--- src/rtl/adder_arb_pkg.sv ---
// Shared types for the adder-sharing arbiter: requester id and the tag that
// travels alongside the adder pipeline.
package adder_arb_pkg;

  localparam int N_REQ_MAX = 8;
  localparam int DATA_W    = 8;

  typedef logic [$clog2(N_REQ_MAX)-1:0] req_id_t;

  typedef struct packed {
    logic    vld;
    req_id_t id;
  } tag_t;

endpackage

--- src/rtl/rr_arbiter.sv ---
// Round-robin arbiter: scans upward from the requester after the last winner,
// wrapping, and moves its pointer to the winner whenever a grant is taken.
module rr_arbiter
  import adder_arb_pkg::*;
#(
  parameter int N = 4
) (
  input  logic         clk,
  input  logic         rst_n,
  input  logic [N-1:0] req,
  input  logic         en,
  input  logic         advance,
  output logic [N-1:0] grant,
  output req_id_t      grant_id
);

  localparam logic [N-1:0] ONE_HOT0 = {{(N-1){1'b0}}, 1'b1};

  req_id_t      ptr_q;
  req_id_t      ptr_d;
  logic [N-1:0] hi_mask_s;
  logic [N-1:0] pick_s;

  // Requesters above the pointer take precedence; fall back to the full set on wrap.
  always_comb begin
    hi_mask_s = '0;
    for (int i = 0; i < N; i++) begin
      hi_mask_s[i] = (i > int'(ptr_q));
    end
    pick_s = (|(req & hi_mask_s)) ? (req & hi_mask_s) : req;
  end

  // Lowest set bit of the chosen set is the winner.
  always_comb begin
    grant_id = '0;
    for (int i = N - 1; i >= 0; i--) begin
      grant_id = pick_s[i] ? req_id_t'(i) : grant_id;
    end
    grant = (en && (|req)) ? (ONE_HOT0 << grant_id) : '0;
    ptr_d = advance ? grant_id : ptr_q;
  end

  // Pointer register; reset value makes requester 0 first in line.
  always_ff @(posedge clk or negedge rst_n) begin
    if (!rst_n) begin
      ptr_q <= req_id_t'(N - 1);
    end else begin
      ptr_q <= ptr_d;
    end
  end

endmodule

--- src/rtl/adder_share_arb.sv ---
// Shares one pipelined adder among N_REQ requesters: round-robin issue, a tag
// pipe that tracks the owner of each in-flight sum, and per-requester return.
module adder_share_arb #(
  parameter int N_REQ    = 4,
  parameter int DATA_W   = 8,
  parameter int PIPE_LAT = 2
) (
  input  logic                            clk,
  input  logic                            rst_n,
  input  logic                            arb_en,
  input  logic [N_REQ-1:0]                req_valid,
  output logic [N_REQ-1:0]                req_ready,
  input  logic [N_REQ*DATA_W-1:0]         req_a,
  input  logic [N_REQ*DATA_W-1:0]         req_b,
  input  logic [N_REQ-1:0]                req_cin,
  output logic [DATA_W-1:0]               add_din_1,
  output logic [DATA_W-1:0]               add_din_2,
  output logic                            add_cin,
  input  logic [DATA_W-1:0]               add_dout,
  input  logic                            add_cout,
  output logic [N_REQ-1:0]                rsp_valid,
  output logic [DATA_W-1:0]               rsp_sum,
  output logic                            rsp_cout,
  output logic [$clog2(PIPE_LAT+2)-1:0]   inflight
);

  localparam int                 CNT_W    = $clog2(PIPE_LAT + 2);
  localparam logic [CNT_W-1:0]   CNT_ONE  = {{(CNT_W-1){1'b0}}, 1'b1};
  localparam logic [N_REQ-1:0]   ONE_HOT0 = {{(N_REQ-1){1'b0}}, 1'b1};

  logic [N_REQ-1:0]          grant_s;
  adder_arb_pkg::req_id_t    grant_id_s;
  logic                      xfer_s;
  logic [DATA_W-1:0]         sel_a_s;
  logic [DATA_W-1:0]         sel_b_s;
  logic                      sel_cin_s;

  logic [DATA_W-1:0]         din1_q, din1_d;
  logic [DATA_W-1:0]         din2_q, din2_d;
  logic                      cin_q,  cin_d;

  // Stage 0 sits beside add_din_*; stage PIPE_LAT lines up with add_dout.
  adder_arb_pkg::tag_t       tag_q [0:PIPE_LAT];
  adder_arb_pkg::tag_t       tag_d [0:PIPE_LAT];
  adder_arb_pkg::tag_t       head_s;

  logic [N_REQ-1:0]          rsp_valid_q, rsp_valid_d;
  logic [DATA_W-1:0]         rsp_sum_q,   rsp_sum_d;
  logic                      rsp_cout_q,  rsp_cout_d;
  logic [CNT_W-1:0]          inflight_q,  inflight_d;

  rr_arbiter #(
    .N (N_REQ)
  ) u_arb (
    .clk      (clk),
    .rst_n    (rst_n),
    .req      (req_valid),
    .en       (arb_en),
    .advance  (xfer_s),
    .grant    (grant_s),
    .grant_id (grant_id_s)
  );

  assign req_ready = grant_s;
  assign xfer_s    = |(req_valid & grant_s);
  assign head_s    = tag_q[PIPE_LAT];

  // One-hot AND-OR operand mux driven by the grant vector.
  always_comb begin
    sel_a_s   = '0;
    sel_b_s   = '0;
    sel_cin_s = 1'b0;
    for (int i = 0; i < N_REQ; i++) begin
      sel_a_s   = sel_a_s | (req_a[i*DATA_W +: DATA_W] & {DATA_W{grant_s[i]}});
      sel_b_s   = sel_b_s | (req_b[i*DATA_W +: DATA_W] & {DATA_W{grant_s[i]}});
      sel_cin_s = sel_cin_s | (req_cin[i] & grant_s[i]);
    end
  end

  // Next state: issue registers, tag shift, response capture and occupancy.
  always_comb begin
    din1_d = xfer_s ? sel_a_s   : din1_q;
    din2_d = xfer_s ? sel_b_s   : din2_q;
    cin_d  = xfer_s ? sel_cin_s : cin_q;

    tag_d[0].vld = xfer_s;
    tag_d[0].id  = grant_id_s;
    for (int k = 1; k <= PIPE_LAT; k++) begin
      tag_d[k] = tag_q[k-1];
    end

    rsp_valid_d = head_s.vld ? (ONE_HOT0 << head_s.id) : '0;
    rsp_sum_d   = head_s.vld ? add_dout : rsp_sum_q;
    rsp_cout_d  = head_s.vld ? add_cout : rsp_cout_q;

    // Count drops on the same edge the response becomes visible.
    case ({xfer_s, head_s.vld})
      2'b10:   inflight_d = inflight_q + CNT_ONE;
      2'b01:   inflight_d = inflight_q - CNT_ONE;
      default: inflight_d = inflight_q;
    endcase
  end

  // State registers; reset discards every in-flight tag.
  always_ff @(posedge clk or negedge rst_n) begin
    if (!rst_n) begin
      din1_q      <= '0;
      din2_q      <= '0;
      cin_q       <= 1'b0;
      for (int k = 0; k <= PIPE_LAT; k++) begin
        tag_q[k] <= '0;
      end
      rsp_valid_q <= '0;
      rsp_sum_q   <= '0;
      rsp_cout_q  <= 1'b0;
      inflight_q  <= '0;
    end else begin
      din1_q      <= din1_d;
      din2_q      <= din2_d;
      cin_q       <= cin_d;
      tag_q       <= tag_d;
      rsp_valid_q <= rsp_valid_d;
      rsp_sum_q   <= rsp_sum_d;
      rsp_cout_q  <= rsp_cout_d;
      inflight_q  <= inflight_d;
    end
  end

  assign add_din_1 = din1_q;
  assign add_din_2 = din2_q;
  assign add_cin   = cin_q;
  assign rsp_valid = rsp_valid_q;
  assign rsp_sum   = rsp_sum_q;
  assign rsp_cout  = rsp_cout_q;
  assign inflight  = inflight_q;

endmodule

--- config.mk ---
export PLATFORM = sky130hd
export DESIGN_NAME = adder_share_arb
export DESIGN_NICKNAME = d
export VERILOG_FILES = /design/src/rtl/adder_arb_pkg.sv /design/src/rtl/rr_arbiter.sv /design/src/rtl/adder_share_arb.sv
export SDC_FILE = /design/constraint.sdc
export NUM_CORES = 1
export LEC_CHECK = 0
export ABC_AREA = 1
export CELL_PAD_IN_SITES_DETAIL_PLACEMENT = 1
export CELL_PAD_IN_SITES_GLOBAL_PLACEMENT = 2
export CORE_MARGIN = 1.5
export CORE_UTILIZATION = 24
export CTS_BUF_LIST = sky130_fd_sc_hd__clkbuf_8
export CTS_CLUSTER_DIAMETER = 100
export CTS_CLUSTER_SIZE = 16
export DETAILED_ROUTE_END_ITERATION = 10
export PLACE_DENSITY = 0.88
export SYNTH_ARGS = -nofsm -noshare
export SYNTH_HDL_FRONTEND = slang
export SYNTH_SLANG_ARGS = --single-unit
export TNS_END_PERCENT = 100
--- constraint.sdc ---
create_clock -name clk -period 3.77 [get_ports clk]
set_input_delay 0.754 -clock clk [delete_from_list [all_inputs] [get_ports clk]]
set_output_delay 0.754 -clock clk [all_outputs]
set_load 0.02 [all_outputs]
==> metrics.md <==
| Metric | Value |
|---|---|
| Outcome | completed |
| Worst setup SP type | input port |
| Max Fanout on Critical Path | 5 |
| FF-to-FF path depth | 11 |
| Synth top cells by count | 71 x nand2_1, 60 x inv_1, 55 x nor2_1, 41 x dfrtp_1, 35 x nand4_1 |
| Final core utilization | 38.1% |
| CP delay by family, top | buffers and inverters |
| Pint | 1.18 mW |
| Clock skew | 2.74 ps |
| Drt total wl | 8.11 mm |
| Setup-failing EPs final | 0 |
| Critical path cell sequence | clkdlybuf4s50_1 > nand2_1 > nand3_2 > nand3_2 > nand2_2 > inv_1 > nor2_1 > clkdlybuf4s50_1 |
| Post-CTS resize count | 0 |
| Final ANT Viol Nets | 0 |
| RSZ-0062 raised after global routing | no |
| Cell area after layout | 0.00390 mm² |
| IO Count | 120 |
| Global-route wire length before repair | 13.5 mm |
| CTS buffer count | 5 |
| Worst EP required | 3020 ps |
| Total track usage | 15.4% |
| Worst path bufs/invs | 3 |
| Setup bufs post-CTS | 0 |
| Post-synth EDFFs | 0 |
| Die area | 0.0110 mm² |
| N_diodes | 0 |
| Post-Syn Nets | 408 |
| Reg clk slew, reported paths | 90 ps |
| WL/cell | 14.1 µm |
| Crit path time final | 3520 ps |
| Setup crit end kind | primary output |
| Routability cong. | 0.808 |
| Clk sinks | 43 |
| Area grow syn2layout | 56.1% |
| Initial antenna violation count | 0 |
| Sequential element share of the synthesized area | 43.1% |
| Clk_lat worst skew | 290 ps |
| Starting DRT DRC Count | 69 |
| Worst ir drop on vdd | 0.159 mV |
| Arrival time worst endpoint | 2770 ps |
| Layout cells sized above 1 | 9.32% |
| Post-synth top area cell | dfrtp_1 |
| CTS tree | yes |
| Hold_ws | 356 ps |
| Vias in the first global route | 2677 |
| Levels on crit path | 8 |
| Setup_tns | 0 ps |
| Fillers | 1222 |
| Largest net degree at the start of global routing | 44 |
| Ys Warns | 0 |
| Hold WC Path Type | reg2reg |
| CTS Hold Buffers Added | 0 |
| Vias | 2500 |
| Top cells by area, synth | dfrtp_1 41%, nand2_1 11%, inv_1 9.0% |
| Switching share of power | 35.4% |
| Area post-placement | 0.00376 mm² |
| H-Tree Depth | 2 |
| Most frequent cell after synthesis | nand2_1 |
| Die height | 105 µm |
| Core footprint | 0.0102 mm² |
| Max-Cap Viols | 0 |
| Clk pwr share | 23.8% |
| Die X | 105 µm |
| Area share of the largest cell type after synthesis | 41.0% |
| PD cells | 469 mW/mm² |
| Leakage | 1.90 nW |
| Port Buffers | 119 |
| Synth Register Bits | 43 |
| Critical path's slowest cell | clkdlybuf4s50_1 |
| DP HPWL | 6.06 mm |
| Post-Syn Instances | 323 |
| DRC | 0 |
| Worst-Margin Slew | 987 ps |
| Hold Vio Cnt, Final | 0 |
| CTS Root Cell | clkbuf_8 |
| CP max stage delay | 640 ps |
| Slew HR | 34.2% |
| Number of distinct library cells after synthesis | 25 |
| Starting Density | 24.4% |
| Flop pwr share | 35.2% |
| Synthesized cell area | 0.00250 mm² |
| Drt pass-1 iters | 4 |
| Clock buffer depth | 2 |
| Row count | 37 |
| Comb pwr share | 41.0% |
| WS Path Type | in2out |
| Max Slew Vio Count | 0 |
| Syn avg cell area | 7.74 µm² |
| Asr flop ratio synth | 100% |
| Drt via density | 4.34 |
| Final period util | 93.5% |
| Most used DFF post-synth | dfrtp_1 |
| Hold Crit Depth | 0 |
| Total grt overflow | 0 |
| Max Freq | 0.284 GHz |
| Nets | 524 |
| Switching power | 648 µW |
[placed cells by master, fill, tap and decap left out]
cell / n
clkdlybuf4s50_1: 118
nand2_1: 71
inv_1: 60
nor2_1: 55
dfrtp_1: 41
nand4_1: 35
nand3_2: 12
nand3_1: 8
buf_4: 6
clkbuf_8: 5
nor3_1: 4
inv_2: 3
nand3_4: 2
nand4_4: 2
nand2_2: 2
xnor2_1: 2
o21ai_0: 2
bufinv_16: 2
dfstp_2: 2
o21ai_2: 1
nor2_4: 1
a21oi_4: 1
o21ai_1: 1
a21oi_1: 1
ha_1: 1
clkinvlp_4: 1
buf_2: 1
[power by group through the flow]
stage               sequential (mW)  clock (mW)  combinational, mW
global placement              0.649           0              0.742
detailed placement            0.653           0              0.758
CTS                           0.646       0.452              0.761
floorplan                     0.750           0              0.304
global route                  0.659       0.469              0.816
finish                        0.644       0.436              0.751
[path summary, 6_finish.rpt]
path                                 from      endpoint  slack (ps)
max                          req_valid[3]  req_ready[2]         250
min                              tag_d[3]     head_s[3]         360
max reg2reg                u_arb.ptr_q[0]  add_din_2[6]        1760
min reg2reg                      tag_d[3]     head_s[3]         360
max in group asynchronous           rst_n  add_din_1[0]        2550
min in group asynchronous           rst_n    rsp_sum[2]         620
[routing by layer]
layer / wire length (µm) / GRT usage [%] / vias to the layer above
met1: 3670 / 19.5 / 1174
met5: 0 / 0 / -
li1: - / - / 1232
met2: 3860 / 26.2 / 86
met3: 413 / 3.31 / 8
met4: 169 / 4.40 / 0
[registers in the layout, indices dropped and copies added, names as in the netlist]
| name | count |
|---|---|
| add_din_1 | 8 |
| head_s | 3 |
| tag_d | 6 |
| rsp_valid | 4 |
| u_arb.ptr_q | 2 |
| add_din_2 | 8 |
| rsp_sum | 8 |
| add_cin | 1 |
| inflight | 2 |
| rsp_cout | 1 |
[kinds of logic (layout without fill, tap and decap cells)]
kind of cell,after synthesis,count (layout),synth area share (%)
and+or+nand+nor,192,192,38.9
AOI/OAI and AO/OA,6,6,1.80
DFF,43,43,43.1
adders and majority gates,1,1,0.500
buffers and inverters,79,196,14.9
xor gates and xnor gates,2,2,0.701
[metrics by stage]
stage / worst slack (ps) / std cells / power [mW]
final: 246 / 576 / 1.83
after detailed placement: 263 / 568 / 1.41
after floorplan: 1300 / 323 / 1.05
after global placement: 415 / 568 / 1.39
after CTS: 260 / 576 / 1.86
after global routing: 134 / 576 / 1.94
[area by class of cell]
class                      instances  area [µm²]  share of cell area (%)
sequential                        43        1080                    27.6
multi-input combinational        201        1050                    26.9
inverter                          63         236                    6.06
timing repair buffer             125        1230                    31.6
tap                              136         170                    4.36
clock inverter                     3        67.6                    1.73
clock buffer                       5        68.8                    1.76
(Power assumes the default switching activity.)
